### config.mk
export PLATFORM = sky130hd
export DESIGN_NAME = commit_retire
export DESIGN_NICKNAME = d
export VERILOG_FILES = /design/src/rtl/commit_retire_pkg.sv /design/src/rtl/commit_retire_mispredict_check.sv /design/src/rtl/commit_retire.sv
export SDC_FILE = /design/constraint.sdc
export NUM_CORES = 1
export LEC_CHECK = 0
export BUFFER_PORTS_ARGS = -buffer_cell sky130_fd_sc_hd__buf_4
export CORE_AREA = 2 2 300 302
export DETAILED_ROUTE_END_ITERATION = 10
export DIE_AREA = 0 0 302 304
export PLACE_DENSITY = 0.3
export SKIP_LAST_GASP = 1
export SLEW_MARGIN = 10
export SYNTH_ARGS = -nofsm -noshare
export SYNTH_HDL_FRONTEND = slang
export SYNTH_HIERARCHICAL = 1
export SYNTH_SLANG_ARGS = --single-unit
export TNS_END_PERCENT = 30
### constraint.sdc
create_clock -name clk -period 7.8 [get_ports clk]
set_input_delay 1.56 -clock clk [delete_from_list [all_inputs] [get_ports clk]]
set_output_delay 1.56 -clock clk [all_outputs]
set_load 0.02 [all_outputs]
### src/rtl/commit_retire_pkg.sv
// Shared widths, ROB entry layout, exception codes and FSM state type for the
// commit/retire controller and its helpers.
package commit_retire_pkg;

    localparam int COMMIT_WIDTH     = 4;
    localparam int ROB_SIZE         = 16;
    localparam int ROB_ID_WIDTH     = $clog2(ROB_SIZE);
    localparam int PHY_REG_ID_WIDTH = 6;
    localparam int POP_CNT_WIDTH    = $clog2(COMMIT_WIDTH + 1);

    typedef enum logic [3:0] {
        EXC_INST_MISALIGNED  = 4'd0,
        EXC_INST_FAULT       = 4'd1,
        EXC_ILLEGAL_INST     = 4'd2,
        EXC_BREAKPOINT       = 4'd3,
        EXC_LOAD_MISALIGNED  = 4'd4,
        EXC_LOAD_FAULT       = 4'd5,
        EXC_STORE_MISALIGNED = 4'd6,
        EXC_STORE_FAULT      = 4'd7,
        EXC_ECALL_U          = 4'd8,
        EXC_ECALL_S          = 4'd9,
        EXC_ECALL_M          = 4'd11,
        EXC_INST_PAGE_FAULT  = 4'd12,
        EXC_LOAD_PAGE_FAULT  = 4'd13,
        EXC_STORE_PAGE_FAULT = 4'd15
    } riscv_exception_t;

    typedef enum logic [1:0] {
        IDLE       = 2'd0,
        WALK_START = 2'd1,
        WALK       = 2'd2,
        FLUSH      = 2'd3
    } commit_retire_state_t;

    typedef struct packed {
        logic                        finish;
        logic                        has_exception;
        riscv_exception_t            exception_id;
        logic [31:0]                 exception_value;
        logic                        old_phy_reg_id_valid;
        logic [PHY_REG_ID_WIDTH-1:0] old_phy_reg_id;
        logic [PHY_REG_ID_WIDTH-1:0] new_phy_reg_id;
        logic                        bru_op;
        logic                        predicted_jump;
        logic [31:0]                 predicted_next_pc;
        logic                        bru_jump;
        logic [31:0]                 bru_next_pc;
    } rob_item_t;

    function automatic logic [POP_CNT_WIDTH-1:0] popcount(input logic [COMMIT_WIDTH-1:0] mask);
        logic [POP_CNT_WIDTH-1:0] cnt;
        cnt = '0;
        for (int i = 0; i < COMMIT_WIDTH; i++) begin
            cnt = cnt + {{(POP_CNT_WIDTH-1){1'b0}}, mask[i]};
        end
        return cnt;
    endfunction

endpackage

### src/rtl/commit_retire_mispredict_check.sv
// Flags a branch entry whose resolved direction or target differs from the
// prediction made at fetch.
module commit_mispredict_check
    import commit_retire_pkg::*;
(
    input  rob_item_t item,
    output logic      mispredict
);

    logic item_unused_s;

    // Direction or target disagreement on a branch unit op.
    always_comb begin
        mispredict = item.bru_op &&
                     ((item.predicted_jump != item.bru_jump) ||
                      (item.predicted_next_pc != item.bru_next_pc));
    end

    assign item_unused_s = ^{item.finish, item.has_exception, item.exception_id,
                             item.exception_value, item.old_phy_reg_id_valid,
                             item.old_phy_reg_id, item.new_phy_reg_id};

endmodule

### src/rtl/commit_retire.sv
// ROB commit consumer: in-order multi-slot retire, tail-to-head flush walk and
// fetch redirect. Optional retire counter under COMMIT_RETIRE_COUNTER_EN.
module commit_retire
    import commit_retire_pkg::*;
(
    input  logic                        clk,
    input  logic                        rst,
    input  logic [ROB_ID_WIDTH-1:0]     rob_commit_retire_head_id,
    input  logic                        rob_commit_retire_head_id_valid,
    input  rob_item_t                   rob_commit_retire_data [COMMIT_WIDTH],
    input  logic [COMMIT_WIDTH-1:0]     rob_commit_retire_id_valid,
    output logic [ROB_ID_WIDTH-1:0]     commit_rob_retire_id [COMMIT_WIDTH],
    output logic [COMMIT_WIDTH-1:0]     commit_rob_retire_pop,
    input  logic [ROB_ID_WIDTH-1:0]     rob_commit_flush_tail_id,
    input  logic                        rob_commit_flush_tail_id_valid,
    output logic [ROB_ID_WIDTH-1:0]     commit_rob_flush_id,
    input  rob_item_t                   rob_commit_flush_data,
    input  logic [ROB_ID_WIDTH-1:0]     rob_commit_flush_next_id,
    input  logic                        rob_commit_flush_next_id_valid,
    output logic                        commit_rob_flush,
    output logic [PHY_REG_ID_WIDTH-1:0] commit_phyf_free_id [COMMIT_WIDTH],
    output logic [COMMIT_WIDTH-1:0]     commit_phyf_free_valid,
    output logic [PHY_REG_ID_WIDTH-1:0] commit_phyf_flush_free_id,
    output logic                        commit_phyf_flush_free_valid,
    input  logic [31:0]                 mtvec,
    output logic [31:0]                 commit_redirect_pc,
    output logic                        commit_redirect_valid,
    output riscv_exception_t            commit_exception_id,
    output logic [31:0]                 commit_exception_value
`ifdef COMMIT_RETIRE_COUNTER_EN
    ,
    output logic [63:0]                 commit_retire_count
`endif
);

    commit_retire_state_t      state_r, state_nxt_s;
    logic [ROB_ID_WIDTH-1:0]   walk_id_r, walk_id_nxt_s;
    logic [31:0]               redirect_pc_r, redirect_pc_nxt_s;
    riscv_exception_t          exc_id_r, exc_id_nxt_s;
    logic [31:0]               exc_value_r, exc_value_nxt_s;

    logic [COMMIT_WIDTH-1:0]   mispredict_s;
    logic [COMMIT_WIDTH-1:0]   pop_s;
    logic [COMMIT_WIDTH-1:0]   free_valid_s;
    logic                      blocked_s;
    logic                      flush_free_valid_s;
    logic                      flush_s;
    logic                      redirect_valid_s;
    logic                      flush_data_unused_s;

    for (genvar g = 0; g < COMMIT_WIDTH; g++) begin : g_mispredict
        commit_mispredict_check u_check (
            .item       (rob_commit_retire_data[g]),
            .mispredict (mispredict_s[g])
        );
    end

    // Retire window ids follow the head with natural wraparound.
    always_comb begin
        for (int i = 0; i < COMMIT_WIDTH; i++) begin
            commit_rob_retire_id[i] = rob_commit_retire_head_id + ROB_ID_WIDTH'(i);
        end
    end

    // Retire selection, walk sequencing and next-state decode.
    always_comb begin
        state_nxt_s        = state_r;
        walk_id_nxt_s      = walk_id_r;
        redirect_pc_nxt_s  = redirect_pc_r;
        exc_id_nxt_s       = exc_id_r;
        exc_value_nxt_s    = exc_value_r;
        pop_s              = '0;
        free_valid_s       = '0;
        blocked_s          = 1'b0;
        commit_rob_flush_id       = '0;
        commit_phyf_flush_free_id = '0;
        flush_free_valid_s = 1'b0;
        flush_s            = 1'b0;
        redirect_valid_s   = 1'b0;
        for (int i = 0; i < COMMIT_WIDTH; i++) begin
            commit_phyf_free_id[i] = '0;
        end

        case (state_r)
            IDLE: begin
                for (int i = 0; i < COMMIT_WIDTH; i++) begin
                    if (!blocked_s && rob_commit_retire_head_id_valid &&
                        rob_commit_retire_id_valid[i] && rob_commit_retire_data[i].finish) begin
                        if (rob_commit_retire_data[i].has_exception) begin
                            // The faulting entry stays in the ROB; the walk frees it.
                            blocked_s         = 1'b1;
                            redirect_pc_nxt_s = mtvec;
                            exc_id_nxt_s      = rob_commit_retire_data[i].exception_id;
                            exc_value_nxt_s   = rob_commit_retire_data[i].exception_value;
                            state_nxt_s       = WALK_START;
                        end else begin
                            pop_s[i]               = 1'b1;
                            free_valid_s[i]        = rob_commit_retire_data[i].old_phy_reg_id_valid;
                            commit_phyf_free_id[i] = rob_commit_retire_data[i].old_phy_reg_id;
                            blocked_s              = mispredict_s[i];
                            if (mispredict_s[i]) begin
                                redirect_pc_nxt_s = rob_commit_retire_data[i].bru_next_pc;
                                state_nxt_s       = WALK_START;
                            end else begin
                                redirect_pc_nxt_s = redirect_pc_nxt_s;
                            end
                        end
                    end else begin
                        blocked_s = 1'b1;
                    end
                end
            end
            WALK_START: begin
                if (!rob_commit_flush_tail_id_valid) begin
                    state_nxt_s = FLUSH;
                end else begin
                    commit_rob_flush_id       = rob_commit_flush_tail_id;
                    commit_phyf_flush_free_id = rob_commit_flush_data.new_phy_reg_id;
                    flush_free_valid_s        = rob_commit_flush_data.old_phy_reg_id_valid;
                    if (rob_commit_flush_next_id_valid) begin
                        walk_id_nxt_s = rob_commit_flush_next_id;
                        state_nxt_s   = WALK;
                    end else begin
                        state_nxt_s = FLUSH;
                    end
                end
            end
            WALK: begin
                commit_rob_flush_id       = walk_id_r;
                commit_phyf_flush_free_id = rob_commit_flush_data.new_phy_reg_id;
                flush_free_valid_s        = rob_commit_flush_data.old_phy_reg_id_valid;
                if (rob_commit_flush_next_id_valid) begin
                    walk_id_nxt_s = rob_commit_flush_next_id;
                    state_nxt_s   = WALK;
                end else begin
                    state_nxt_s = FLUSH;
                end
            end
            FLUSH: begin
                flush_s          = 1'b1;
                redirect_valid_s = 1'b1;
                state_nxt_s      = IDLE;
            end
            default: begin
                state_nxt_s = IDLE;
            end
        endcase
    end

    // While reset is held every strobe is forced low.
    assign commit_rob_retire_pop        = pop_s & {COMMIT_WIDTH{!rst}};
    assign commit_phyf_free_valid       = free_valid_s & {COMMIT_WIDTH{!rst}};
    assign commit_phyf_flush_free_valid = flush_free_valid_s & !rst;
    assign commit_rob_flush             = flush_s & !rst;
    assign commit_redirect_valid        = redirect_valid_s & !rst;
    assign commit_redirect_pc           = redirect_pc_r;
    assign commit_exception_id          = exc_id_r;
    assign commit_exception_value       = exc_value_r;

    assign flush_data_unused_s = ^{rob_commit_flush_data.finish, rob_commit_flush_data.has_exception,
                                   rob_commit_flush_data.exception_id, rob_commit_flush_data.exception_value,
                                   rob_commit_flush_data.old_phy_reg_id, rob_commit_flush_data.bru_op,
                                   rob_commit_flush_data.predicted_jump, rob_commit_flush_data.predicted_next_pc,
                                   rob_commit_flush_data.bru_jump, rob_commit_flush_data.bru_next_pc};

    // FSM state, walk pointer and captured redirect/exception registers.
    always_ff @(posedge clk) begin
        if (rst) begin
            state_r       <= IDLE;
            walk_id_r     <= '0;
            redirect_pc_r <= 32'd0;
            exc_id_r      <= EXC_INST_MISALIGNED;
            exc_value_r   <= 32'd0;
        end else begin
            state_r       <= state_nxt_s;
            walk_id_r     <= walk_id_nxt_s;
            redirect_pc_r <= redirect_pc_nxt_s;
            exc_id_r      <= exc_id_nxt_s;
            exc_value_r   <= exc_value_nxt_s;
        end
    end

`ifdef COMMIT_RETIRE_COUNTER_EN
    logic [63:0] retire_count_r;

    // Running total of retired instructions; survives flushes.
    always_ff @(posedge clk) begin
        if (rst) begin
            retire_count_r <= 64'd0;
        end else begin
            retire_count_r <= retire_count_r + 64'(popcount(commit_rob_retire_pop));
        end
    end

    assign commit_retire_count = retire_count_r;
`else
`endif

endmodule

* After elaboration in Yosys (flattened, before gate mapping) *
Cells that the tools add are included.

storage, ports and cells
  bits in registers = 74
  input port bits = 643
  word-level logic and storage cells = 139
  output and inout bits = 129

operators by class
  eq/ne operators = 12
  mux-type cells = 89
  bitwise gates (word level) = 4
  $add $sub $neg = 3
  reduce and logical (&&, ||, !) cells = 26

operator list
  cell                                                                    number
  32-bit two-way mux                                                      20
  32-bit inequality test                                                  4
  6-bit two-way mux                                                       9
  4-bit two-way mux                                                       13
  1-bit two-way mux                                                       29
  2-bit two-way mux                                                       12
  24-bit two-way mux                                                      1
  4-bit case mux with 2 select lines                                      2
  1-bit logical AND                                                       15
  6-bit case mux with 2 select lines                                      1
  4-bit by 2-bit adder with 4-bit output (second input constant)          2
  4-bit bitwise AND                                                       2
  2-bit case mux with 4 select lines                                      1
  4-bit by 1-bit adder with 4-bit output (second input constant)          1
  2-bit equality test (second input constant)                             2
  1-bit logical NOT                                                       4
  1-bit logical OR                                                        4
  1-bit inequality test                                                   4
  1-bit bitwise AND                                                       2
  2-bit by 1-bit equality test with 1-bit output (second input constant)  1
  2-bit logical NOT                                                       1
  2-bit inequality test (second input constant)                           1
  1-bit case mux with 2 select lines                                      1
  2-bit AND reduction                                                     1
  2-bit nonzero test                                                      1

* Longest topological paths before layout *
  depth after elaboration = 25
  depth in mapped cells = 11
  gate-level depth less buffers = 9

* By module *
The synthesis kept the hierarchy.

modules (own cells, without submodules)
  module                   seq. area each (um^2)  times used  area each (um^2)  cells each
  commit_retire            1481.4                 1           7719.9            1133
  commit_mispredict_check  0.0                    4           362.8             45

* Worst setup path before layout *
Ideal clock, no wire load.

  path kind = input to output
  start point = input rob_commit_retire_data[356] (netlist name)
  end point = output commit_phyf_free_valid[3]
  path slack = 2156 ps
  required time = 6240 ps
  stages on the path = 10
  path buffers = 1
  arrival = 4084 ps
  path through = xor2_1 nor4_1 nand4_1 o31a_1 and4b_1 and4_1 buf_4 nand3_2 nor4_2 and2_1

on the way
  word-level cells in the longest chain between the ends = 25

ends and longest elaborated chain
  element                         RTL line                              RTL
  start, declared                 commit_retire.sv:10                   input rob_item_t rob_commit_retire_data [COMMIT_WIDTH],
  32-bit inequality test          commit_retire_mispredict_check.sv:16  (item.predicted_next_pc != item.bru_next_pc));
  1-bit logical OR                commit_retire_mispredict_check.sv:15  ((item.predicted_jump != item.bru_jump) ||
  1-bit logical AND               commit_retire_mispredict_check.sv:14  mispredict = item.bru_op &&
  via mispredict_s[0]             commit_retire.sv:42                   logic [COMMIT_WIDTH-1:0] mispredict_s;
  1-bit two-way mux               commit_retire.sv:89                   if (rob_commit_retire_data[i].has_exception) begin
  1-bit two-way mux               commit_retire.sv:87                   if (!blocked_s && rob_commit_retire_head_id_valid &&
  1-bit two-way mux               commit_retire.sv:84                   case (state_r)
  1-bit logical NOT               commit_retire.sv:87
  (+9 left out)                   --
  1-bit two-way mux               commit_retire.sv:87
  1-bit two-way mux               commit_retire.sv:84
  1-bit logical NOT               commit_retire.sv:87
  1-bit logical AND (2 in a row)  commit_retire.sv:87
  1-bit logical AND               commit_retire.sv:88                   rob_commit_retire_id_valid[i] && rob_commit_retire_data[i].finish) begin
  1-bit two-way mux               commit_retire.sv:87
  4-bit two-way mux               commit_retire.sv:84
  4-bit bitwise AND               commit_retire.sv:152                  assign commit_phyf_free_valid = free_valid_s & {COMMIT_WIDTH{!rst}};
  end, declared                   commit_retire.sv:22                   output logic [COMMIT_WIDTH-1:0] commit_phyf_free_valid,

The timed path passes the listed nets, and every way through them passes these cells. The select of a mux whose other input is x is not followed.

==> results.py <==
metrics = {
    "sta": {
        "tightest_slew_ns": 1.28,
        "setup_slack_ns": 0.916,
        "maxSlewHeadroom_pct": 14.3,
        "setup_violations": 0,
        "period_share_pct": 88.3,
        "fin_setup_tns_ns": 0,
        "max_freq_ghz": 0.145,
        "finalClockSkew_ns": 0.0137,
        "finalHoldViolCount": 0,
        "rsz0062_at_grt": "no",
        "slew_violations": 0,
        "finalCriticalPeriod_ns": 6.88,
    },
    "place": {
        "gp_congestion": 0.863,
        "hpwl_um": 64200,
        "portBuffers": 636,
        "pre_cts_ws_ns": 0.662,
    },
    "clock_network": {
        "insertion_delay_ns": 0.39,
        "ctsHoldBuffers": 0,
        "clock-root-buffer": "clkbuf_16",
        "htree_num_levels": 3,
        "cts_resized": 0,
        "numCtsBuffers": 9,
        "clk_pin_slew_ns": 0.09,
        "cts.sinks": 74,
        "post_cts_buffers": 0,
        "cts_max_path_buffers": 2,
        "tritoncts": "yes",
    },
    "floorplan": {
        "die-area_um2": 91800,
        "die_h_um": 304,
        "die_w_um": 302,
        "initial_core_util_pct": 10.3,
        "io_pins": 772,
        "core_um2": 89000,
        "rows": 110,
    },
    "route": {
        "wl_per_cell_um": 27.2,
        "finalWirelength_um": 83200,
        "drt-pass1-iter-count": 5,
        "ant_nets": 0,
        "drtIter0Drc": 605,
        "via_count": 13100,
        "drc": 0,
        "routed_via_density": 4.27,
    },
    "grt": {
        "grt_max_degree": 55,
        "gr-usage-all-layers_pct": 17.4,
        "grt_pass1_vias": 13800,
        "grt_pass1_wl_um": 112000,
        "overflow": 0,
        "antenna_found_initial": 16,
    },
    "outcome": {
        "status": "finished clean",
    },
    "layout": {
        "drive_above_1_share_pct": 38.4,
        "fill_cells": 10300,
        "num-nets-final": 2523,
        "areaGrowthSynthToFinish_pct": 69.3,
    },
    "power_and_ir_drop": {
        "ir_drop_v": 0.000109,
        "leakagePower_uw": 0.00661,
        "powerDensity_nw_per_um2": 157,
    },
    "run": {
        "drv_cap": 0,
    },
    "setup_path": {
        "max_stage_delay_ns": 0.66,
        "path_common_cell": "buf_4",
        "start_kind": "input port",
        "path_cells": "buf_4 > xor2_1 > nor4_1 > buf_4 > nand4_1 > o31a_1 > and4b_1 > and4_2 > nand3_2 > nor3_2 > and2_1 > buf_4",
        "worst_setup_path_end_kind": "output pin",
        "worstSetupPathType": "in2out",
        "required_ns": 6.24,
        "critPathArrivalTime_ns": 5.32,
        "critical_path.max_fanout": 10,
        "slowest_stage": "nor4_1",
    },
    "logic_synthesis": {
        "synth.cell_area_um2": 9170,
        "ys_ff_latch": 74,
        "postSynthCellCount": 1313,
        "yosys_warnings": 6,
        "seq_area_frac_synth_pct": 16.2,
        "async_flop_share_pct": 0,
        "synth.distinct_cells": 59,
        "synth_edf_count": 0,
        "synth_nets": 1964,
        "synth_area_per_cell_um2": 6.98,
        "synth_ff_type": "dfxtp_1",
    },
    "worst_hold_path": {
        "hp-class": "reg2reg",
    },
}
==> cell type report <==
type	count	area, um2	area share (%)
Antenna cell	6	15.0	0.0967
Inverter	44	165	1.06
Sequential cell	74	1480	9.54
Timing Repair Buffer	670	5040	32.5
Clock inverter	7	57.6	0.371
Clock buffer	9	225	1.45
Multi-Input combinational cell	1073	7070	45.5
Tap cell	1176	1470	9.47
==> power breakdown <==
group	internal (uW)	switching, uW
clock network	223	258
logic	582	831
registers	467	77.3
==> synth_stat cells (2+ instances only) <==
cell	number	area share (%)
a21oi_1	103	5.6
xor2_1	126	12
buf_2	18	0.98
nand2b_1	42	2.9
and4b_1	3	0.33
o22ai_1	69	4.7
dfxtp_1	74	16
o22a_1	19	1.8
mux2i_1	5	0.55
nor4_1	29	2.0
and2_1	30	2.0
nor2_1	127	5.2
and4bb_2	2	0.27
inv_1	43	1.8
a221o_1	12	1.3
nand2_2	2	0.14
or3_1	36	2.5
buf_6	2	0.25
o32ai_1	36	3.4
buf_4	14	1.1
nand3_1	10	0.55
nand3_2	2	0.22
nand4b_1	2	0.19
nand2_1	74	3.0
a22o_1	43	4.1
xnor2_1	11	1.1
nor2_4	2	0.25
nor3_1	9	0.49
a31oi_1	38	2.6
o21ai_0	70	3.8
nand4_1	7	0.48
clkbuf_1	82	3.4
ha_1	8	1.1
nor2b_1	40	2.7
o31a_1	4	0.38
and3_1	8	0.55
o211ai_1	20	1.6
o211a_1	12	1.3
a22oi_1	17	1.4
a221oi_1	39	3.7
buf_1	5	0.20
==> routing by layer <==
layer,part of all wire [%],vias to the layer above,track usage [%]
met5,0.15,-,0
met2,49,647,30.5
li1,-,5989,-
met3,7.5,96,4.66
met1,42,6326,20.8
met4,2.1,18,4.72
==> sequential cells by signal (all words and copies together) (netlist names) <==
register / flops
commit_exception_value: 32
commit_redirect_pc: 32
commit_exception_id: 4
walk_id_r: 4
state_r: 2
==> stage by stage <==
step | area (um2) | total power (uW) | instances | util, % | hold slack [ns]
global placement | 15200 | 2000 | 3036 | 17.1 | 0.481
finish | 15500 | 2440 | 3059 | 17.4 | 0.494
detailed placement | 15200 | 1990 | 3037 | 17.1 | 0.482
global route | 15500 | 2620 | 3053 | 17.4 | 0.521
CTS | 15500 | 2510 | 3053 | 17.4 | 0.498
floorplan | 9170 | 1220 | 1313 | - | 0.464
==> cells by family (layout without fill, tap and decap cells) <==
group	after synthesis	after routing	share of synthesized area, %
simple gates	433	433	24.6
buf+inv	166	730	7.79
xor+xnor	137	137	13.1
compound gates	490	490	36.7
other cells	0	6	0
fa+ha+maj	8	8	1.09
mux	5	5	0.546
flops	74	74	16.2
==> critical path, delay by kind of cell <==
| family | cells | cell delay [ns] |
|---|---|---|
| buffers and inverters | 3 | 0.52 |
| AOI/OAI and AO/OA | 1 | 0.52 |
| xor gates and xnor gates | 1 | 0.17 |
| and+or+nand+nor | 7 | 2.53 |
==> layout by cell type (no fill, tap or decap), drive strengths merged, types with 9 or more instances in the layout <==
cell type	count
buf	670
nor2	129
xor2	126
a21oi	103
nand2	76
dfxtp	74
o21ai	71
o22ai	69
inv	48
a22o	43
nand2b	42
nor2b	40
a221oi	39
a31oi	38
or3	37
o32ai	36
and2	30
nor4	30
o211ai	20
o22a	19
a22oi	17
o211a	12
a221o	12
nand3	12
xnor2	11
nor3	10
clkbuf	9
==> path summary, 6_finish.rpt <==
path                          startpoint                          to  slack [ns]  cells past startpoint
max          rob_commit_retire_data[355]      commit_phyf_free_id[2]        0.92                     12
min           commit_exception_value[14]  commit_exception_value[14]        0.49                      2
max reg2reg                   state_r[0]      commit_redirect_pc[30]        5.40                      6
min reg2reg   commit_exception_value[14]  commit_exception_value[14]        0.49                      2
(Power assumes the default switching activity.)
